<file path="config.mk">
export PLATFORM = sky130hd
export DESIGN_NAME = tdo_uart_tx_flat
export DESIGN_NICKNAME = d
export VERILOG_FILES = /design/src/rtl/tdo_uart_tx_if.sv /design/src/rtl/tdo_uart_tx.sv /design/src/flat_wrapper.sv
export SDC_FILE = /design/constraint.sdc
export NUM_CORES = 1
export LEC_CHECK = 0
export ABC_AREA = 1
export BUFFER_PORTS_ARGS = -buffer_cell sky130_fd_sc_hd__buf_2
export CAP_MARGIN = 0
export CORE_MARGIN = 2
export CORE_UTILIZATION = 55
export DETAILED_ROUTE_END_ITERATION = 8
export PLACE_DENSITY = 0.75
export SLEW_MARGIN = 20
export SYNTH_ARGS = -nofsm -noshare
export SYNTH_HDL_FRONTEND = slang
export SYNTH_SLANG_ARGS = --single-unit
</file>
<file path="constraint.sdc">
create_clock -name clk -period 2.2 [get_ports clk]
set_clock_uncertainty 0.2 [all_clocks]
set_input_delay 0.66 -clock clk [delete_from_list [all_inputs] [get_ports clk]]
set_output_delay 0.66 -clock clk [all_outputs]
set_load 0.005 [all_outputs]
</file>
<file path="src/rtl/tdo_uart_tx_if.sv">
// Signal bundle between the scan return path and the serial transmitter:
// sampled scan inputs and control towards the block, serial/status outputs back.
interface tdo_uart_tx_if #(
    parameter int LVL_W = 3
);
    logic             rtck;
    logic             tdo;
    logic             capture_en;
    logic             clear_overflow;
    logic             tx;
    logic             busy;
    logic             overflow;
    logic [LVL_W-1:0] fifo_level;

    modport master (
        output rtck, tdo, capture_en, clear_overflow,
        input  tx, busy, overflow, fifo_level
    );

    modport slave (
        input  rtck, tdo, capture_en, clear_overflow,
        output tx, busy, overflow, fifo_level
    );
endinterface

</file>
<file path="src/rtl/tdo_uart_tx.sv">
// Packs TDO bits sampled on RTCK rising edges into bytes, queues them in a
// small FIFO and sends them out as asynchronous 8N1 (or 8N2) serial frames.
module tdo_uart_tx #(
    parameter int CLKS_PER_BIT = 16,
    parameter int STOP_BITS    = 1,
    parameter int FIFO_DEPTH   = 4
) (
    input  logic         clk,
    input  logic         reset_n,
    tdo_uart_tx_if.slave bus
);
    localparam int               PTR_W       = $clog2(FIFO_DEPTH);
    localparam int               LVL_W       = PTR_W + 1;
    localparam logic [7:0]       BAUD_RELOAD = 8'(CLKS_PER_BIT - 1);
    localparam logic [LVL_W-1:0] LVL_FULL    = LVL_W'(FIFO_DEPTH);
    localparam logic [2:0]       STOP_LAST   = 3'(STOP_BITS - 1);

    typedef enum logic [1:0] {
        S_IDLE  = 2'd0,
        S_START = 2'd1,
        S_DATA  = 2'd2,
        S_STOP  = 2'd3
    } state_e;

    logic             rtck_meta_q, rtck_sync_q, rtck_prev_q;
    logic             tdo_meta_q, tdo_sync_q;
    logic [7:0]       asm_q, asm_d;
    logic [2:0]       bit_cnt_q, bit_cnt_d;
    logic             rise_s, push_s;
    logic [7:0]       byte_s;

    logic [7:0]       mem_q [FIFO_DEPTH];
    logic [PTR_W-1:0] wr_ptr_q, rd_ptr_q;
    logic [LVL_W-1:0] level_q, level_d;
    logic             overflow_q, overflow_d;
    logic             pop_s, full_s, wr_en_s;
    logic [7:0]       head_s;

    state_e           state_q, state_d;
    logic [7:0]       baud_q, baud_d;
    logic [2:0]       idx_q, idx_d;
    logic [7:0]       shift_q, shift_d;
    logic             tx_q, tx_d;
    logic             busy_q, busy_d;

    // Two-flop synchronizers with equal depth keep tdo aligned with rtck.
    always_ff @(posedge clk or negedge reset_n) begin
        if (!reset_n) begin
            rtck_meta_q <= 1'b0;
            rtck_sync_q <= 1'b0;
            rtck_prev_q <= 1'b0;
            tdo_meta_q  <= 1'b0;
            tdo_sync_q  <= 1'b0;
        end else begin
            rtck_meta_q <= bus.rtck;
            rtck_sync_q <= rtck_meta_q;
            rtck_prev_q <= rtck_sync_q;
            tdo_meta_q  <= bus.tdo;
            tdo_sync_q  <= tdo_meta_q;
        end
    end

    // Byte assembly: LSB-first shift, push on the eighth captured bit.
    always_comb begin
        rise_s    = rtck_sync_q & ~rtck_prev_q;
        byte_s    = {tdo_sync_q, asm_q[7:1]};
        asm_d     = asm_q;
        bit_cnt_d = bit_cnt_q;
        push_s    = 1'b0;
        if (!bus.capture_en) begin
            bit_cnt_d = 3'd0;
        end else if (rise_s) begin
            asm_d     = byte_s;
            bit_cnt_d = bit_cnt_q + 3'd1;
            push_s    = (bit_cnt_q == 3'd7);
        end else begin
            asm_d = asm_q;
        end
    end

    // Assembly register and bit counter.
    always_ff @(posedge clk or negedge reset_n) begin
        if (!reset_n) begin
            asm_q     <= 8'd0;
            bit_cnt_q <= 3'd0;
        end else begin
            asm_q     <= asm_d;
            bit_cnt_q <= bit_cnt_d;
        end
    end

    // FIFO control; a pop in the same cycle frees the slot for a push into a full FIFO.
    always_comb begin
        head_s  = mem_q[rd_ptr_q];
        pop_s   = (state_q == S_IDLE) && (level_q != {LVL_W{1'b0}});
        full_s  = (level_q == LVL_FULL);
        wr_en_s = push_s && (!full_s || pop_s);
        level_d = level_q + LVL_W'(wr_en_s) - LVL_W'(pop_s);
        if (push_s && !wr_en_s) begin
            overflow_d = 1'b1;
        end else if (bus.clear_overflow) begin
            overflow_d = 1'b0;
        end else begin
            overflow_d = overflow_q;
        end
    end

    // FIFO storage, pointers, level and sticky overflow.
    always_ff @(posedge clk or negedge reset_n) begin
        if (!reset_n) begin
            for (int i = 0; i < FIFO_DEPTH; i++) begin
                mem_q[i] <= 8'd0;
            end
            wr_ptr_q   <= {PTR_W{1'b0}};
            rd_ptr_q   <= {PTR_W{1'b0}};
            level_q    <= {LVL_W{1'b0}};
            overflow_q <= 1'b0;
        end else begin
            if (wr_en_s) begin
                mem_q[wr_ptr_q] <= byte_s;
                wr_ptr_q        <= wr_ptr_q + PTR_W'(1);
            end
            if (pop_s) begin
                rd_ptr_q <= rd_ptr_q + PTR_W'(1);
            end
            level_q    <= level_d;
            overflow_q <= overflow_d;
        end
    end

    // Transmit FSM state register.
    always_ff @(posedge clk or negedge reset_n) begin
        if (!reset_n) begin
            state_q <= S_IDLE;
            baud_q  <= 8'd0;
            idx_q   <= 3'd0;
            shift_q <= 8'd0;
        end else begin
            state_q <= state_d;
            baud_q  <= baud_d;
            idx_q   <= idx_d;
            shift_q <= shift_d;
        end
    end

    // Transmit FSM next state; the baud counter reloads on every advance, so no drift.
    always_comb begin
        state_d = state_q;
        baud_d  = baud_q;
        idx_d   = idx_q;
        shift_d = shift_q;
        case (state_q)
            S_IDLE: begin
                idx_d = 3'd0;
                if (pop_s) begin
                    state_d = S_START;
                    baud_d  = BAUD_RELOAD;
                    shift_d = head_s;
                end else begin
                    baud_d = 8'd0;
                end
            end
            S_START: begin
                if (baud_q == 8'd0) begin
                    state_d = S_DATA;
                    baud_d  = BAUD_RELOAD;
                    idx_d   = 3'd0;
                end else begin
                    baud_d = baud_q - 8'd1;
                end
            end
            S_DATA: begin
                if (baud_q == 8'd0) begin
                    baud_d  = BAUD_RELOAD;
                    shift_d = {1'b0, shift_q[7:1]};
                    if (idx_q == 3'd7) begin
                        state_d = S_STOP;
                        idx_d   = 3'd0;
                    end else begin
                        idx_d = idx_q + 3'd1;
                    end
                end else begin
                    baud_d = baud_q - 8'd1;
                end
            end
            S_STOP: begin
                if (baud_q == 8'd0) begin
                    baud_d = BAUD_RELOAD;
                    if (idx_q == STOP_LAST) begin
                        state_d = S_IDLE;
                        idx_d   = 3'd0;
                    end else begin
                        idx_d = idx_q + 3'd1;
                    end
                end else begin
                    baud_d = baud_q - 8'd1;
                end
            end
            default: begin
                state_d = S_IDLE;
            end
        endcase
    end

    // Output decode from the next state so the registered tx aligns with the state.
    always_comb begin
        busy_d = (state_d != S_IDLE);
        case (state_d)
            S_START: tx_d = 1'b0;
            S_DATA:  tx_d = shift_d[0];
            default: tx_d = 1'b1;
        endcase
    end

    // Registered serial and busy outputs.
    always_ff @(posedge clk or negedge reset_n) begin
        if (!reset_n) begin
            tx_q   <= 1'b1;
            busy_q <= 1'b0;
        end else begin
            tx_q   <= tx_d;
            busy_q <= busy_d;
        end
    end

    assign bus.tx         = tx_q;
    assign bus.busy       = busy_q;
    assign bus.overflow   = overflow_q;
    assign bus.fifo_level = level_q;

endmodule
</file>
<file path="src/flat_wrapper.sv">
// flat-port wrapper written by rule: the top's interface ports become plain ports
module tdo_uart_tx_flat 
#(
    parameter int CLKS_PER_BIT = 16,
    parameter int STOP_BITS    = 1,
    parameter int FIFO_DEPTH   = 4
)
  (clk, reset_n, bus_rtck, bus_tdo, bus_capture_en, bus_clear_overflow, bus_tx, bus_busy, bus_overflow, bus_fifo_level);
  tdo_uart_tx_if bus_i ();
  input  logic clk;
  input  logic reset_n;
  input wire logic [$bits(bus_i.rtck)-1:0] bus_rtck;
  input wire logic [$bits(bus_i.tdo)-1:0] bus_tdo;
  input wire logic [$bits(bus_i.capture_en)-1:0] bus_capture_en;
  input wire logic [$bits(bus_i.clear_overflow)-1:0] bus_clear_overflow;
  output wire logic [$bits(bus_i.tx)-1:0] bus_tx;
  output wire logic [$bits(bus_i.busy)-1:0] bus_busy;
  output wire logic [$bits(bus_i.overflow)-1:0] bus_overflow;
  output wire logic [$bits(bus_i.fifo_level)-1:0] bus_fifo_level;
  assign bus_i.rtck = bus_rtck;
  assign bus_i.tdo = bus_tdo;
  assign bus_i.capture_en = bus_capture_en;
  assign bus_i.clear_overflow = bus_clear_overflow;
  assign bus_tx = bus_i.tx;
  assign bus_busy = bus_i.busy;
  assign bus_overflow = bus_i.overflow;
  assign bus_fifo_level = bus_i.fifo_level;
  tdo_uart_tx #(.CLKS_PER_BIT(CLKS_PER_BIT), .STOP_BITS(STOP_BITS), .FIFO_DEPTH(FIFO_DEPTH)) u_core (.clk(clk), .reset_n(reset_n), .bus(bus_i));
endmodule
</file>
==> impl_results.md, run 1 <==
* Starting DRT DRC Count at ~140
* Nets@finish at about 460
* Hold WC Path Type: reg -> reg
* NetSw at 0.690 mW
* Die Wd at a little under 90 um
* Post-DP HPWL at between 4000 and 5000 um
* Setup-failing EPs final at 0
* Vias at between 2k and 3k
* Max Freq at about 0.48 GHz
* Post-Synthesis Cells at between 400 and 500
* Hold path startpoint: u_core.rtck_meta_q
* Number of cell rows at 30
* H-tree depth at 3
* Register clock-pin slew on the reported worst setup and hold paths at roughly 0.09 ns
* Fin crit share at roughly 95%
* Clk root buf: clkbuf_8
* DR vias/cell at 5.23
* Slew @ Worst Pin at between 0.4 and 0.5 ns
* GR Overflow Total at 0
* Most frequent cells in the layout: 98 x nand2_1, 76 x dfrtp_1, 52 x inv_1
* Antenna viol nets, final at 0
* N_diodes at 0
* Post-route setup TNS at 0 ns
* Number of synthesized flops with an enable pin at 0
* Crit path arrival time at 2.13 ns
* TritonCTS Buffers at 9
* MaxCap Viol Count at 0
* Antenna violations before repair at 0
* RSZ-0062 raised after global routing: false
* Max-slew violation count at 0
* Setup crit end kind: register
* Post-DR wirelength/cell at about 13 um
* FFs w/ async S/R, synth at 100%
* Vias in the first global route at 2,664
* Capturing point of the worst reg2reg path: u_core.bus.fifo_level[2]
* R2R Path Start: u_core.bus.fifo_level[1]
* Comb power frac at under 10%
* Chip height at slightly below 90 um
* Die area at approximately 7600 um2
* Number of port buffers at 11
* Syn_area_per_cell at around 9.3 um2
* Sw frac at approximately a quarter
* Crit Path Class: reg -> reg
* Final hold vios at 0
* Pleak at ~2.2 nW
* Worst skew pair latency at around 0.35 ns
* Netlist Area Pre-Place at approximately 3800 um2
* Pwr/cell area at 639 nW/um2
* Internal power at 2.06 mW
* Commonest non-fill, non-tap cell in the layout: nand2_1
* Slew headroom at 72.2%
* Yosys warning count at 0
* TritonCTS clock tree: done
* Drt first pass iters at 4
* Setup slack, reg-to-reg at between 0.1 and 0.15 ns
* Final WL at 7020 um
* First-pass GRT wire length at around 12,000 um
* CP startpoint: u_core.bus.fifo_level[1]
* Layout cell share with drive strength beyond 1 at roughly 17%
* Req. time, crit path at ~2.2 ns
* Sequential-to-total area share from yosys stat at 51.7%
* Synthesis-stage register bit count at between 70 and 80
* Reg2reg path depth at 9
* Distinct cells, synth at 37
* Crit Path Max Fanout at 3
* Maximum clock path buffer count at 2
* Total core area at roughly 6700 um2
* Time the worst path needs with I/O delays and setup at around 2.1 ns
* Predominant post-synthesis flop cell: dfrtp_1
* Flop pwr share at between 50% and 60%
* Hold EP: u_core.rtck_sync_q
* Num ports at 12
* Post-synth net total at roughly 420
* Final GP Congestion at just over 0.8
* DRC at 0
* CTS Sinks at 78
* Starting Density at 56.3%
* Clock share of power at approximately 40%
* Status: complete, no violations
* Power, Total at 2.75 mW
* Area delta synth->final at 13.8%
* VDD IR max at about 510 uV
* GRT Total Usage at 20.6%
* Critical path startpoint category: register
* Worst Hold Path Cells at 0
* Largest net degree at the start of global routing at 35
repair_timing:
item                       in CTS  in global routing
resized for setup               0                  1
hold endpoints to repair       15                  0
setup buffers                   0                  4
hold buffers                    1                  0
setup endpoints to repair       0                  1
logic make-up (layout without fill, tap and decap cells):
logic type	after synthesis	in the layout	synth area share, %
buf+inv	65	104	7.68
mux	4	4	1.59
flops	78	78	51.7
compound gates	67	67	10.5
fa+ha+maj	13	13	4.50
simple gates	172	172	22.7
xor+xnor	6	6	1.39
metal layers:
layer	vias to the layer above	track usage, %	wire (um)
met5	-	0	0
met1	1334	27.8	3280
met3	4	3.79	197
li1	1364	-	-
met4	0	8.10	50
met2	40	33.2	3490
final cells by class:
| class | count | area (um2) |
|---|---|---|
| Multi-Input combinational cell | 262 | 1560 |
| Clock buffer | 9 | 124 |
| Sequential cell | 78 | 1950 |
| Timing Repair Buffer | 33 | 275 |
| Clock inverter | 7 | 77.6 |
| Fill cell | 532 | 2420 |
| Inverter | 55 | 209 |
| Tap cell | 80 | 100 |
synth_stat cells, types with 4 or more instances:
cell type  number  area share (%)
o21a_1         20             4.0
xor2_1          4            0.93
nand2_1        98             9.7
o21ai_0        22             2.9
dfrtp_1        77              51
ha_1           12             4.0
nor2_1         21             2.1
mux2_4          4             1.6
nor2_8          5             2.6
inv_1          53             5.3
nand3_1        32             4.2
a21oi_1        12             1.6
o21ai_1         8             1.1
state kept, by name (all words and copies together) (netlist names), 3 cells and up:
register	cells
u_core.mem_q	32
u_core.baud_q	8
u_core.shift_q	8
u_core.asm_q	7
u_core.bit_cnt_q	3
u_core.bus.fifo_level	3
u_core.idx_q	3
power by group through the flow:
stage                     sequential, mW  clock [mW]  combinational (mW)
after floorplan                     1.53           0              0.0646
after global placement              1.54           0               0.127
after detailed placement            1.54           0               0.132
after CTS                           1.51        1.12               0.135
after global routing                1.52        1.17               0.169
final                               1.51        1.09               0.145
worst max path at each step:
stage / end / slack (ns)
global route: u_core.bus.fifo_level[2] / 0.004
global placement: u_core.bus.fifo_level[2] / -0.02
detailed placement: u_core.bus.fifo_level[2] / -0.06
finish: u_core.bus.fifo_level[2] / 0.10
floorplan: u_core.bus.fifo_level[2] / -0.02
CTS: u_core.bus.fifo_level[2] / 0.07
through the flow:
| step | cells | hold slack (ns) | util [%] | setup slack [ns] | cell area [um2] |
|---|---|---|---|---|---|
| finish | 524 | 0.155 | 64.0 | 0.103 | 4300 |
| global route | 524 | 0.163 | 64.0 | 0.00405 | 4300 |
| CTS | 520 | 0.159 | 63.5 | 0.0699 | 4270 |
| detailed placement | 503 | 0.139 | 60.3 | -0.0624 | 4050 |
| global placement | 503 | 0.134 | 60.3 | -0.0163 | 4050 |
| floorplan | 405 | 0.131 | - | -0.0176 | 3810 |
worst max-delay path, stage by stage, from the launching register on:
cell and delay [ns]:
dfrtp_2 0.46, nor2_4 0.14, a21oi_4 0.06, ha_1 0.26
inv_1 0.05, ha_1 0.13, inv_1 0.05, fa_2 0.35
xnor2_2 0.14, xor2_1 0.14
(Power assumes the default switching activity.)
==> inputs of run 2 (changes only) <==
- RECOVER_POWER: unset -> 25
- clock period: 2.2 -> 1.89 ns (I/O delays scaled with it)
==> impl_results.md, run 2 (synthesized netlist as in run 1, its figures left out) <==
* Die Wd at 86.9 um (unchanged)
* Slew headroom at 38.9% (-33 points)
* Status: complete, but fails checks
* GRT met2 Usage at 35.5% (+2.3 points)
* DR vias/cell at 5.23 (about the same)
* N_diodes at 0 (unchanged)
* First-pass GRT wire length at 12,600 um (+3.3%)
* Setup-failing EPs final at 4 (+4)
* Antenna violations before repair at 0 (unchanged)
* Clk root buf: clkbuf_8
* GRT Total Usage at 21.3% (+0.69 points)
* Register clock-pin slew on the reported worst setup and hold paths at 0.09 ns (about the same)
* Num ports at 12 (unchanged)
* Max FFs per register at 32 (unchanged)
* Capturing point of the worst reg2reg path: u_core.bus.fifo_level[2]
* Top Registers: u_core.mem_q (32), u_core.baud_q (8), u_core.shift_q (8)
* Time the worst path needs with I/O delays and setup at 2.06 ns (-0.0382 ns)
* Final Util at 67.2% (+3.1 points)
* Pwr/cell area at 747 nW/um2 (+17%)
* GR Overflow Total at 0 (unchanged)
* GR Layer Usage met3 at 5.02% (+1.2 points)
* DRC at 0 (unchanged)
* Starting DRT DRC Count at 169 (+18%)
* Layout cell share with drive strength beyond 1 at 21.5% (+4.9 points)
* Commonest non-fill, non-tap cell in the layout: nand2_1
* Crit path to: u_core.bus.fifo_level[2]
* Crit-path leading delay family: adder cells
* GR Layer Usage met1 at 27.4% (-0.33 points)
* Hold WC Path Type: in -> reg
* Post-DP HPWL at 5170 um (+5.6%)
* RSZ-0062 raised after global routing: true
* Max stage delay on crit path at 0.42 ns (-0.04 ns)
* Crit Path Max Fanout at 2 (-1)
* Crit-path cells: ha_4 > ha_4 > inv_4 > nor2_8 > nand2_8 > inv_4 > ha_4 > inv_2 > fa_2 > xnor2_2 > xor2_1
* Max-slew violation count at 0 (unchanged)
* R2R Path Start: u_core.bit_cnt_q[0]
* CP startpoint: u_core.bit_cnt_q[0]
* Pre-CTS WS at -0.296 ns (-0.234 ns)
* Nets@finish at 469 (+2.4%)
* Final GP Congestion at 0.838 (+2.3%)
* Fin crit share at 109% (+14 points)
* Crit path arrival time at 2.09 ns (-0.04 ns)
* Final WL at 7370 um (+4.9%)
* H-tree depth at 3 (unchanged)
* TritonCTS Buffers at 9 (unchanged)
* Vias in the first global route at 2,767 (+3.9%)
* Post-DR wirelength/cell at 13.8 um (+2.7%)
* Top cell by count, worst path: ha_4
* Final hold vios at 0 (unchanged)
* Critical path startpoint category: register
* Max Freq at 0.486 GHz (+1.9%)
* MaxCap Viol Count at 0 (unchanged)
* Power, Total at 3.37 mW (+23%)
* Reg2reg path depth at 11 (+2)
* Number of cell rows at 30 (unchanged)
* Setup crit end kind: register
* Number of port buffers at 11 (unchanged)
* Total core area at 6720 um2 (unchanged)
* Slowest cell on the critical path: dfrtp_1
* Antenna viol nets, final at 0 (unchanged)
* Buffers plus inverters on the worst setup path at 3 (+1)
* Vias at 2,798 (+2.0%)
* Pleak at 2.26 nW (+2.9%)
* Starting Density at 56.3% (unchanged)
* VDD IR max at 728 uV (+43%)
* Failing checks: setup timing
* Crit Path Class: reg -> reg
* Slew @ Worst Pin at 0.916 ns (+0.501 ns)
* Maximum clock path buffer count at 2 (unchanged)
* Most flops, register: u_core.mem_q
* Die area at 7550 um2 (unchanged)
* Most frequent cells in the layout: 96 x nand2_1, 76 x dfrtp_1, 47 x inv_1
* CTS Sinks at 78 (unchanged)
* Worst skew pair latency at 0.35 ns (about the same)
* TritonCTS clock tree: done
* Largest net degree at the start of global routing at 36 (+2.9%)
* PnR worst setup slack at -0.169 ns (-0.272 ns)
* GR peak layer: met2
* Drt first pass iters at 4 (unchanged)
* Crit path depth at 11 (+2)
* Req. time, crit path at 1.92 ns (-0.32 ns)
* Dpl cell area at 4180 um2 (+3.0%)
* Chip height at 86.9 um (unchanged)
* Fin area at 4510 um2 (+4.9%)
* Setup slack, reg-to-reg at -0.17 ns (-0.27 ns)
* Area delta synth->final at 19.4%
* Post-route setup TNS at -0.253 ns (-0.253 ns)
## run 2: worst register-to-register path, cell delays in order (launching register included)
cell and delay [ns]:
dfrtp_1 0.42, ha_4 0.16, ha_4 0.13, inv_4 0.04, nor2_8 0.10, nand2_8 0.06, inv_4 0.06, ha_4 0.12
inv_2 0.03, fa_2 0.34, xnor2_2 0.14, xor2_1 0.14
## run 2: how the worst min path moves through the flow
stage / to / depth (start not counted) / slack (ns) / from
2_1_floorplan: u_core.asm_q[1] / 0 / 0.07 / reset_n
3_3_place_gp: u_core.tdo_sync_q / 0 / 0.14 / u_core.tdo_meta_q
3_5_place_dp: u_core.rtck_sync_q / 0 / 0.14 / u_core.rtck_meta_q
4_1_cts: u_core.tdo_meta_q / 1 / 0.10 / bus_tdo
5_1_grt: u_core.rtck_meta_q / 1 / 0.1 / bus_rtck
6_report: u_core.tdo_meta_q / 1 / 0.12 / bus_tdo
## run 2: metrics by stage
step	std cells	hold slack, ns
2_1_floorplan	405	0.0714
3_3_place_gp	512	0.141
3_5_place_dp	512	0.139
4_1_cts	532	0.101
5_1_grt	535	0.0977
6_report	535	0.117
## run 2: repair_timing
action	CTS	global route
hold buffers	1	0
endpoints found under the setup margin	35	40
resized for setup	7	9
endpoints found under the hold margin	12	0
pin swaps	7	4
buffers inserted	3	4
## run 2: per-layer routing
| layer | share of wire (%) | vias to the layer above |
|---|---|---|
| met5 | 0 | - |
| met4 | 1.6 | 0 |
| met3 | 3.0 | 14 |
| met2 | 50 | 53 |
| met1 | 45 | 1338 |
| li1 | - | 1393 |
## run 2: power breakdown
group / internal (mW) / switching [mW]
sequential: 1.72 / 0.0420
clock: 0.764 / 0.666
combinational: 0.0671 / 0.118
total: 2.55 / 0.826
## run 2: cell type report
cell class                 count  area [um2]
inverter                      55         211
fill                         490        2200
tap                           80         100
sequential                    78        1950
multi-input combinational    262        1640
clock buffer                   9         124
timing repair buffer          44         379
clock inverter                 7         105
==> inputs of run 3 (changes only) <==
- CELL_PAD_IN_SITES_DETAIL_PLACEMENT: unset -> 1
- CELL_PAD_IN_SITES_GLOBAL_PLACEMENT: unset -> 2
- CORE_UTILIZATION: 55 -> 36
- PLACE_DENSITY: 0.75 -> unset
- PLACE_DENSITY_LB_ADDON: unset -> 0.1
- SKIP_CTS_REPAIR_TIMING: unset -> 1
==> impl_results.md, run 3 (synthesized netlist as in run 1, its figures left out) <==
* Sw frac at 23.5% (-0.99 points)
* Max-slew violation count at 0 (unchanged)
* Final WL at 8600 um (+17%)
* Req. time, crit path at 1.93 ns (about the same)
* Post-DP HPWL at 6350 um (+23%)
* Setup crit end kind: register
* Max FFs per register at 32 (unchanged)
* WHS at 0.109 ns (-0.00776 ns)
* Final GP Congestion at 0.739 (-12%)
* Commonest non-fill, non-tap cell in the layout: nand2_1
* Antenna viol nets, final at 0 (unchanged)
* Pleak at 2.30 nW (+1.7%)
* Time the worst path needs with I/O delays and setup at 2.07 ns (+0.00633 ns)
* MaxCap Viol Count at 0 (unchanged)
* Crit Path Max Fanout at 2 (unchanged)
* Die Wd at 106 um (+23%)
* Setup-failing EPs final at 3 (-1)
* TritonCTS Buffers at 9 (unchanged)
* Vias in the first global route at 2,973 (+7.4%)
* Drt first pass iters at 4 (unchanged)
* Fin area at 4630 um2 (+2.7%)
* Worst skew pair latency at 0.36 ns (about the same)
* Post-DR wirelength/cell at 14.5 um (+5.1%)
* GR Overflow Total at 0 (unchanged)
* Num ports at 12 (unchanged)
* Starting DRT DRC Count at 73 (-57%)
* Dpl cell area at 4320 um2 (+3.5%)
* Crit-path cells: ha_2 > ha_4 > inv_4 > nor2_8 > nand2_8 > inv_6 > ha_4 > inv_2 > fa_2 > xnor2_2 > xor2_1
* Power, Total at 3.39 mW (+0.55%)
* PnR worst setup slack at -0.176 ns (-0.00633 ns)
* Pre-CTS WS at -0.296 ns (+0.000315 ns)
* NetSw at 0.797 mW (-3.5%)
* Placed cell count at 575 (+12%)
* RSZ-0062 raised after global routing: true
* Slowest cell on the critical path: dfrtp_1
* Most flops, register: u_core.mem_q
* N_diodes at 0 (unchanged)
* Final hold vios at 0 (unchanged)
* Max stage delay on crit path at 0.36 ns (-0.06 ns)
* Comb power frac at 5.3% (-0.2 points)
* Crit Path Class: reg -> reg
* Nets@finish at 472 (+0.64%)
* First-pass GRT wire length at 15,100 um (+20%)
* TritonCTS clock tree: done
* H-tree depth at 3 (unchanged)
* Top Registers: u_core.mem_q (32), u_core.baud_q (8), u_core.shift_q (8)
* Largest net degree at the start of global routing at 32 (-11%)
* Area delta synth->final at 22.6%
* DR vias/cell at 4.70 (-10%)
* Top cell by count, worst path: ha_4
* Status: complete, but fails checks
* Flop pwr share at 51.7% (-0.4 points)
* Maximum clock path buffer count at 2 (unchanged)
* Fillers at 1,214 (+150%)
* Vias at 2,792 (-0.21%)
* VDD IR max at 283 uV (-61%)
* Number of cell rows at 37 (+23%)
* Chip height at 106 um (+23%)
* Number of port buffers at 11 (unchanged)
* Most frequent cells in the layout: 95 x nand2_1, 76 x dfrtp_1, 46 x inv_1
* Starting Density at 36.8% (-19 points)
* Post-route setup TNS at -0.250 ns (+0.00342 ns)
* Slew headroom at 42.3% (+3.4 points)
* Pwr/cell area at 732 nW/um2 (-2.1%)
* Hold WC Path Type: in -> reg
* CTS Sinks at 78 (unchanged)
* Total core area at 10,300 um2 (+53%)
* Slew @ Worst Pin at 0.865 ns (-0.0514 ns)
* Crit path arrival time at 2.11 ns (+0.02 ns)
* Max Freq at 0.484 GHz (-0.31%)
* GRT Total Usage at 17.4% (-4.0 points)
* Critical path startpoint category: register
* Register clock-pin slew on the reported worst setup and hold paths at 0.09 ns (about the same)
* Clk root buf: clkbuf_8
* Antenna violations before repair at 0 (unchanged)
* Clock share of power at 42.9% (+0.5 points)
* DRC at 0 (unchanged)
* Internal power at 2.60 mW (+1.9%)
* Die area at 11,300 um2 (+50%)
* Fin crit share at 109% (+0.34 points)
* Failing checks: setup timing
* Layout cell share with drive strength beyond 1 at 22.5% (+0.95 points)
* Post-route insts no fill at 594 (+11%)
* Final Util at 45.1% (-22 points)
==> run 3: power groups by stage <==
stage	sequential, mW	clock [mW]	combinational, mW
final	1.75	1.46	0.181
after detailed placement	1.79	0	0.186
after floorplan	1.78	0	0.0759
after global placement	1.79	0	0.183
after CTS	1.75	1.51	0.187
after global routing	1.76	1.60	0.209
==> run 3: per-layer routing <==
metal | GRT usage (%) | wire length, um
met3 | 2.76 | 125
met4 | 7.24 | 162
met2 | 27.4 | 3990
met5 | 0 | 0
met1 | 23.8 | 4320
==> run 3: cell type report <==
cell class / count / area [um2] / area share (%)
Clock buffer: 11 / 151 / 3.27
Clock inverter: 5 / 81.3 / 1.75
Inverter: 55 / 214 / 4.62
Multi-Input combinational cell: 262 / 1640 / 35.3
Sequential cell: 78 / 1950 / 42.2
Tap cell: 136 / 170 / 3.67
Timing Repair Buffer: 47 / 428 / 9.23
==> run 3: worst paths after layout <==
check,start,endpoint,slack [ns],cells past startpoint
max reg2reg,u_core.bit_cnt_q[1],u_core.bus.fifo_level[2],-0.18,11
min,bus_tdo,u_core.tdo_meta_q,0.11,1
max,u_core.bit_cnt_q[1],u_core.bus.fifo_level[2],-0.18,11
max in group asynchronous,reset_n,u_core.asm_q[2],0.19,3
min in group asynchronous,reset_n,u_core.idx_q[2],0.65,2
min reg2reg,u_core.rtck_meta_q,u_core.rtck_sync_q,0.15,0
==> run 3: critical path, delay by kind of cell (launching register included) <==
family        cells  cell delay [ns]
simple gates      2             0.16
xor+xnor          2             0.30
buf+inv           3             0.12
fa+ha+maj         4             0.79
flops             1             0.36
